### config.mk
export PLATFORM = sky130hd
export DESIGN_NAME = bus_store_monitor_flat
export DESIGN_NICKNAME = d
export VERILOG_FILES = /design/src/rtl/bus_store_monitor_if.sv /design/src/rtl/bus_store_monitor.sv /design/src/flat_wrapper.sv
export SDC_FILE = /design/constraint.sdc
export NUM_CORES = 1
export LEC_CHECK = 0
export ABC_AREA = 1
export BUFFER_PORTS_ARGS = -buffer_cell sky130_fd_sc_hd__buf_2
export CORE_ASPECT_RATIO = 0.5
export CORE_MARGIN = 10
export CORE_UTILIZATION = 60
export CTS_BUF_LIST = sky130_fd_sc_hd__clkbuf_8
export CTS_CLUSTER_SIZE = 28
export DETAILED_ROUTE_END_ITERATION = 10
export PLACE_DENSITY = 0.83
export SYNTH_ARGS = -nofsm -noshare
export SYNTH_HDL_FRONTEND = slang
export SYNTH_SLANG_ARGS = --single-unit
### constraint.sdc
create_clock -name clk -period 7.3 [get_ports clk]
set_input_delay 1.095 -clock clk [delete_from_list [all_inputs] [get_ports clk]]
set_output_delay 1.095 -clock clk [all_outputs]
set_load 0.03 [all_outputs]
### src/rtl/bus_store_monitor_if.sv
// rtl/bus_store_monitor_if.sv - store bus and log read port bundle for bus_store_monitor
interface bus_store_monitor_if #(
  parameter int DEPTH = 8
);
  localparam int CW = $clog2(DEPTH) + 1;

  logic          MemWrite;
  logic [31:0]   Adr;
  logic [31:0]   WriteData;
  logic          rd_ready;
  logic          rd_valid;
  logic [31:0]   rd_adr;
  logic [31:0]   rd_data;
  logic [CW-1:0] count;
  logic          overflow;
  logic [31:0]   store_count;
  logic          done;
  logic          pass;
  logic          timeout;

  modport master (
    output MemWrite, Adr, WriteData, rd_ready,
    input  rd_valid, rd_adr, rd_data, count, overflow, store_count, done, pass, timeout
  );

  modport slave (
    input  MemWrite, Adr, WriteData, rd_ready,
    output rd_valid, rd_adr, rd_data, count, overflow, store_count, done, pass, timeout
  );
endinterface

### src/rtl/bus_store_monitor.sv
// rtl/bus_store_monitor.sv - store logger FIFO with completion and hang detection
module bus_store_monitor #(
  parameter int          DEPTH     = 8,
  parameter logic [31:0] PASS_ADR  = 32'd100,
  parameter logic [31:0] PASS_DATA = 32'd7,
  parameter int          TIMEOUT   = 1000
) (
  input  logic                clk,
  input  logic                reset,
  bus_store_monitor_if.slave  bus
);
  localparam int AW = $clog2(DEPTH);

  typedef enum logic [1:0] {
    S_RUN  = 2'd0,
    S_PASS = 2'd1,
    S_TOUT = 2'd2
  } state_t;

  state_t        state_q;
  state_t        state_d;
  logic [AW-1:0] wr_ptr;
  logic [AW-1:0] rd_ptr;
  logic [AW:0]   count_q;
  logic [31:0]   adr_mem  [DEPTH];
  logic [31:0]   data_mem [DEPTH];
  logic [15:0]   idle_q;
  logic [31:0]   store_count_q;
  logic          overflow_q;

  logic store;
  logic full;
  logic valid;
  logic pop;
  logic push;
  logic drop;
  logic is_pass;

  // Stores only count while running; a full FIFO still takes a push if the head leaves this cycle.
  assign store   = bus.MemWrite && (state_q == S_RUN);
  assign full    = (count_q == (AW+1)'(DEPTH));
  assign valid   = (count_q != '0);
  assign pop     = valid && bus.rd_ready;
  assign push    = store && (!full || pop);
  assign drop    = store && full && !pop;
  assign is_pass = (bus.Adr == PASS_ADR) && (bus.WriteData == PASS_DATA);

  // Next state: completion store wins; otherwise the idle count reaching TIMEOUT hangs.
  always_comb begin
    state_d = state_q;
    case (state_q)
      S_RUN: begin
        if (store) begin
          if (is_pass) state_d = S_PASS;
        end else if (idle_q + 16'd1 == 16'(TIMEOUT)) begin
          state_d = S_TOUT;
        end
      end
      default: state_d = state_q;
    endcase
  end

  // State register; PASS and TOUT hold until reset.
  always_ff @(posedge clk) begin
    if (reset) state_q <= S_RUN;
    else       state_q <= state_d;
  end

  // FIFO pointers and occupancy.
  always_ff @(posedge clk) begin
    if (reset) begin
      wr_ptr  <= '0;
      rd_ptr  <= '0;
      count_q <= '0;
    end else begin
      if (push) wr_ptr <= wr_ptr + 1'b1;
      if (pop)  rd_ptr <= rd_ptr + 1'b1;
      case ({push, pop})
        2'b10:   count_q <= count_q + 1'b1;
        2'b01:   count_q <= count_q - 1'b1;
        default: count_q <= count_q;
      endcase
    end
  end

  // FIFO storage; contents are invisible once pointers reset, so no clear is needed.
  always_ff @(posedge clk) begin
    if (!reset && push) begin
      adr_mem[wr_ptr]  <= bus.Adr;
      data_mem[wr_ptr] <= bus.WriteData;
    end
  end

  // Store counter, sticky overflow and idle counter.
  always_ff @(posedge clk) begin
    if (reset) begin
      store_count_q <= '0;
      overflow_q    <= 1'b0;
      idle_q        <= '0;
    end else begin
      if (store) store_count_q <= store_count_q + 32'd1;
      if (drop)  overflow_q    <= 1'b1;
      if (store)                 idle_q <= '0;
      else if (state_q == S_RUN) idle_q <= idle_q + 16'd1;
    end
  end

  assign bus.rd_valid    = valid;
  assign bus.rd_adr      = valid ? adr_mem[rd_ptr]  : 32'd0;
  assign bus.rd_data     = valid ? data_mem[rd_ptr] : 32'd0;
  assign bus.count       = count_q;
  assign bus.overflow    = overflow_q;
  assign bus.store_count = store_count_q;
  assign bus.done        = (state_q != S_RUN);
  assign bus.pass        = (state_q == S_PASS);
  assign bus.timeout     = (state_q == S_TOUT);
endmodule

### src/flat_wrapper.sv
// flat-port wrapper written by rule: the top's interface ports become plain ports
module bus_store_monitor_flat 
#(
  parameter int          DEPTH     = 8,
  parameter logic [31:0] PASS_ADR  = 32'd100,
  parameter logic [31:0] PASS_DATA = 32'd7,
  parameter int          TIMEOUT   = 1000
)
  (clk, reset, bus_MemWrite, bus_Adr, bus_WriteData, bus_rd_ready, bus_rd_valid, bus_rd_adr, bus_rd_data, bus_count, bus_overflow, bus_store_count, bus_done, bus_pass, bus_timeout);
  bus_store_monitor_if #(.DEPTH(DEPTH)) bus_i ();
  input  logic clk;
  input  logic reset;
  input wire logic [$bits(bus_i.MemWrite)-1:0] bus_MemWrite;
  input wire logic [$bits(bus_i.Adr)-1:0] bus_Adr;
  input wire logic [$bits(bus_i.WriteData)-1:0] bus_WriteData;
  input wire logic [$bits(bus_i.rd_ready)-1:0] bus_rd_ready;
  output wire logic [$bits(bus_i.rd_valid)-1:0] bus_rd_valid;
  output wire logic [$bits(bus_i.rd_adr)-1:0] bus_rd_adr;
  output wire logic [$bits(bus_i.rd_data)-1:0] bus_rd_data;
  output wire logic [$bits(bus_i.count)-1:0] bus_count;
  output wire logic [$bits(bus_i.overflow)-1:0] bus_overflow;
  output wire logic [$bits(bus_i.store_count)-1:0] bus_store_count;
  output wire logic [$bits(bus_i.done)-1:0] bus_done;
  output wire logic [$bits(bus_i.pass)-1:0] bus_pass;
  output wire logic [$bits(bus_i.timeout)-1:0] bus_timeout;
  assign bus_i.MemWrite = bus_MemWrite;
  assign bus_i.Adr = bus_Adr;
  assign bus_i.WriteData = bus_WriteData;
  assign bus_i.rd_ready = bus_rd_ready;
  assign bus_rd_valid = bus_i.rd_valid;
  assign bus_rd_adr = bus_i.rd_adr;
  assign bus_rd_data = bus_i.rd_data;
  assign bus_count = bus_i.count;
  assign bus_overflow = bus_i.overflow;
  assign bus_store_count = bus_i.store_count;
  assign bus_done = bus_i.done;
  assign bus_pass = bus_i.pass;
  assign bus_timeout = bus_i.timeout;
  bus_store_monitor #(.DEPTH(DEPTH), .PASS_ADR(PASS_ADR), .PASS_DATA(PASS_DATA), .TIMEOUT(TIMEOUT)) u_core (.clk(clk), .reset(reset), .bus(bus_i));
endmodule
==> impl_metrics.toml, run 1 <==
[power_and_ir_drop]
ir_worst_vdd_mv = 0.259
power.density_nw_per_um2 = 338
p_leak_uw = 0.00916

[sta]
setup_tns_ps = 0
drv_slew = 0
fin_ws_ps = 2340
fin_worst_skew_ps = 20.2
worstMarginPinSlew_ps = 1160
rsz0062_at_grt = "false"
relSlewSlack_pct = 23.0
fin_crit_sh_pct = 67.9
finalCriticalPeriod_ps = 4960
hold_viol = 0
setup_viol = 0
fmax_ghz = 0.202

[route]
via_per_inst = 5.92
antenna_left = 0
vias = 16500
dr.pass1.iters = 5
drc = 0
routed_wl_um = 55000
first_iter_violations = 1971
wl_per_cell_um = 19.7

[logic_synthesis]
netlist_area_um2 = 23500
synth_edf_count = 512
synth_top_area_share_pct = 65.5
synth_cell_types = 39
ys_seq_area_share_pct = 71.0
synthCells = 2040
yosys_register_bits = 576
synth_area_per_cell_um2 = 11.5
synthesis.nets = 2116
synthFlopType = "edfxtp_1"
yosysTopAreaCell = "edfxtp_1"
synth_area_leaders = "edfxtp_1, nor2_1, o21ai_0, dfxtp_1, nand2_1"
ys_async_sr_fraction_pct = 0
ys_warn_count = 0

[run_status]
status = "completed"

[die]
io_pins = 173
coreArea_um2 = 38700
num_rows = 51
initial_utilization_pct = 60.6
dieArea_um2 = 47900
die_w_um = 300
fp.dieH_um = 160

[placed_design]
place_area_um2 = 24700
port-buffer-count = 172
post-place-ws_ps = 3060
gp_congestion = 0.869
hpwlAfterDp_um = 29800

[clocking]
cts_root_buffer = "clkbuf_8"
postCtsSetupBuffers = 0
worstSkewPairLatency_ps = 650
clock_path_buffers = 3
cts_hold_buf = 0
clk_pin_slew_ps = 70
cts-resized-gates = 0
htreeDepth = 3
cts_buffers = 78
clock_sinks = 576
cts_tree = "yes"

[critical_path]
crit_family = "buffers and inverters"
crit_buf_inv = 3
critPathKind = "register to primary output"
end_kind = "primary output"
crit_top_cell = "o21ai_0"
crit_chain = "inv_4 > buf_4 > o21ai_0 > o22ai_1 > o21ai_0 > a31oi_1 > buf_2"
crit_fanout = 77
worstSetupStartpointType = "register"
cp.arrival_ps = 3860
cp_slowest_stage_delay_ps = 710
cp.required_ps = 6200
crit_slowest_cell = "inv_4"

[finish]
nets = 2268
multi_input_area_um2 = 6040
fill_cells = 2678
drive_gt1_share_pct = 14.2
seqCellArea_um2 = 16700
fin_area_um2 = 26100
syn_to_final_growth_pct = 11.2

[global_route]
grt_pass1_wl_um = 86300
antenna_found_initial = 5
grt_usage_pct = 22.5
grt.overflow.total = 0
grt_pass1_vias = 16100
grt_max_degree = 221

[flow_run]
drv_cap = 0

[hold_path]
hold_path.class = "register to register"
## area by class of cell
cell class	count	share of cell area (%)
antenna	4	0.0384
clock buffer	82	4.32
sequential	576	63.8
tap	530	2.54
timing repair buffer	188	3.81
inverter	86	1.28
clock inverter	56	1.04
multi-input combinational	1262	23.1
## tightest hold or removal path, stage by stage (launching register included)
cell and delay [ps]:
dfxtp_1 330, a21oi_1 40, nor2_1 70
## placed cells by master (no fill, tap or decap), drive strengths merged, types with 12 or more instances in the layout
cell type	n
nor2	467
dfxtp	64
o21ai	347
nand4	13
clkinv	30
nand3	32
o22ai	64
nor3	25
edfxtp	512
nand2	158
clkbuf	82
buf	188
a31oi	65
a21oi	41
nor4	12
inv	108
## synthesized netlist by cell type, types with 3 or more instances
cell type	n
a21oi_1	41
inv_1	82
clkbuf_1	78
edfxtp_1	512
o211ai_1	10
xor2_1	5
o22ai_1	64
nand3_1	29
nand3b_1	4
o21ai_1	12
inv_2	4
a31oi_1	65
nor2_4	4
nor4_1	12
buf_2	15
nor2_1	461
buf_1	11
nand2_1	152
xnor2_1	3
o21ai_0	335
buf_4	11
dfxtp_1	64
o21bai_1	3
nand2_2	5
nor3_1	23
ha_1	7
nand4_1	13
## report_power, final
part	leakage, uW	internal, uW	total, uW	switching [uW]
logic	0.00322	747	2780	2030
clock network	0.000789	1080	2260	1180
registers	0.00514	3670	3780	115
## final timing paths
check                                          from              endpoint  slack (ps)  cells after the start
worst min register to register  u_core.bus.overflow   u_core.bus.overflow         470                      2
worst max-delay path                       register        bus_rd_adr[23]        2340                      7
worst min-delay path            u_core.bus.overflow   u_core.bus.overflow         470                      2
worst max register to register    u_core.state_q[0]  u_core.adr_mem[1][6]        3640                      7
## registers in the layout, summed over array words and instances, names as in the netlist, named ones only
| register | flops |
|---|---|
| u_core.adr_mem | 256 |
| u_core.bus.count | 4 |
| u_core.bus.overflow | 1 |
| u_core.bus.store_count | 32 |
| u_core.data_mem | 256 |
| u_core.idle_q | 16 |
| u_core.rd_ptr | 3 |
| u_core.state_q | 2 |
| u_core.wr_ptr | 3 |
## layer usage
layer | global-route usage (%) | up-vias | part of all wire (%) | wire [um]
met5 | 0 | - | 0.024 | 13
met4 | 7.36 | 2 | 1.9 | 1060
met3 | 4.52 | 98 | 7.9 | 4320
met2 | 38.4 | 794 | 51 | 27800
met1 | 28.5 | 7964 | 40 | 21800
li1 | - | 7628 | - | -
## cell families after synthesis
| kind of cell | after synthesis | synth area share [%] |
|---|---|---|
| AND/OR/NAND/NOR | 714 | 12.6 |
| AO/OA/AOI/OAI | 532 | 12.2 |
| adder cells (fa/ha/maj) | 8 | 0.459 |
| buffers and inverters | 202 | 3.50 |
| flip-flops | 576 | 71.0 |
| XOR/XNOR | 8 | 0.299 |
## through the flow
stage	instances	hold WS, ps	util, %	total power (uW)
finish	2784	465	67.4	8820
global route	2784	479	67.4	9240
CTS	2780	463	67.4	8850
detailed placement	2642	450	63.7	6610
global placement	2642	446	63.7	6540
floorplan	2040	433	-	5780
Note: power is estimated with default switching activity, not from simulation.
==> inputs of run 2 (changes only) <==
Clock period 7.3 ns to 4.9 ns, I/O delays scaled along.
==> impl_metrics.toml, run 2 (same netlist as run 1, synthesis figures left out) <==
[flow_run]
drv_cap = 0

[critical_path]
r2r_cells = 7
cp.required_ps = 4160
cp.arrival_ps = 3100
crit_fanout = 256
worstSetupStartpointType = "register"
end_kind = "primary output"
critPathKind = "register to primary output"

[sta]
setup_viol = 0
fmax_ghz = 0.261
relSlewSlack_pct = 9.05
drv_slew = 0
hold_viol = 0
fin_crit_sh_pct = 78.2
setup_tns_ps = 0
fin_worst_skew_ps = 19.9
rsz0062_at_grt = "false"
worstMarginPinSlew_ps = 1360
finalCriticalPeriod_ps = 3830

[power_and_ir_drop]
p_leak_uw = 0.00927
ir_worst_vdd_mv = 0.372
power.density_nw_per_um2 = 504
pwr-share-comb_pct = 32.5
swShare_pct = 37.2
clkPwrFrac_pct = 25.7
pwr-share-seq_pct = 41.7
p_int_uw = 8310
p_total_uw = 13200
p_sw_uw = 4930

[finish]
syn_to_final_growth_pct = 12.1
nets = 2277
layout_common_cells = "edfxtp_1, nor2_1, o21ai_0"
layout_commonest_cell = "edfxtp_1"
drive_gt1_share_pct = 14.3

[clocking]
htreeDepth = 3
cts_hold_buf = 0
clock_path_buffers = 3
cts-resized-gates = 0
cts_buffers = 79
clk_pin_slew_ps = 60
cts_root_buffer = "clkbuf_8"
postCtsSetupBuffers = 0
clock_sinks = 576
worstSkewPairLatency_ps = 640
cts_tree = "yes"

[route]
wl_per_cell_um = 19.9
drc = 0
routed_wl_um = 55600
first_iter_violations = 2139
vias = 16500
antenna_left = 0
via_per_inst = 5.91
dr.pass1.iters = 6

[global_route]
grt_pass1_wl_um = 86900
antenna_found_initial = 5
grt_pass1_vias = 16200
grt_usage_pct = 22.6
grt.overflow.total = 0
grt_max_degree = 257

[die]
die_w_um = 300
num_rows = 51
fp.dieH_um = 160
io_pins = 173
initial_utilization_pct = 60.6
coreArea_um2 = 38700
dieArea_um2 = 47900

[run_status]
status = "completed"

[placed_design]
hpwlAfterDp_um = 30000
gp_congestion = 0.879
port-buffer-count = 172

[hold_path]
hold_path.class = "input pin to register"
whs_path_depth = 1
[run 2: path summary, 6_finish.rpt]
check | slack (ps) | endpoint | startpoint
worst min-delay path | 380 | u_core.adr_mem[2][28] | bus_Adr[28]
worst min register to register | 470 | u_core.rd_ptr[2] | u_core.rd_ptr[2]
worst max-delay path | 1070 | bus_rd_data[1] | register
worst max register to register | 1630 | u_core.adr_mem[5][25] | u_core.state_q[1]
[run 2: stage by stage]
stage                     setup slack, ps  hold slack [ps]  instances  cell area [um2]  utilization [%]
final                                1070              383       2792            26300             67.9
after global routing                  896              366       2792            26300             67.9
after CTS                            1070              346       2788            26300             67.9
after detailed placement             1590              460       2650            24900             64.2
after global placement               1650              443       2650            24900             64.2
after floorplan                     -1390              433       2040            23500                -
[run 2: final cells by class]
type,instances,area [um2]
antenna,4,10.0
timing repair buffer,196,1170
tap,530,663
multi-input combinational,1262,6040
clock inverter,55,279
inverter,86,333
fill,2707,12400
sequential,576,16700
clock buffer,83,1140
[run 2: per-layer routing]
layer | global-route usage [%] | part of all wire [%] | vias up
li1 | - | - | 7650
met1 | 29.6 | 40 | 7922
met2 | 37.1 | 49 | 816
met3 | 4.20 | 8.2 | 124
met4 | 8.58 | 2.9 | 2
met5 | 0 | 0.023 | -
[run 2: power groups by stage]
| stage | combinational (uW) | sequential (uW) | clock (uW) |
|---|---|---|---|
| detailed placement | 4280 | 5630 | 0 |
| floorplan | 2960 | 5650 | 0 |
| global route | 4680 | 5530 | 3690 |
| CTS | 4310 | 5530 | 3460 |
| global placement | 4180 | 5630 | 0 |
| finish | 4310 | 5530 | 3410 |
[run 2: worst max-delay path, stage by stage, from the launching register on]
cell and delay (ps):
dfxtp_4 380, buf_12 620, o21ai_0 250, o22ai_1 220, o21ai_0 90, a31oi_1 230, buf_2 240
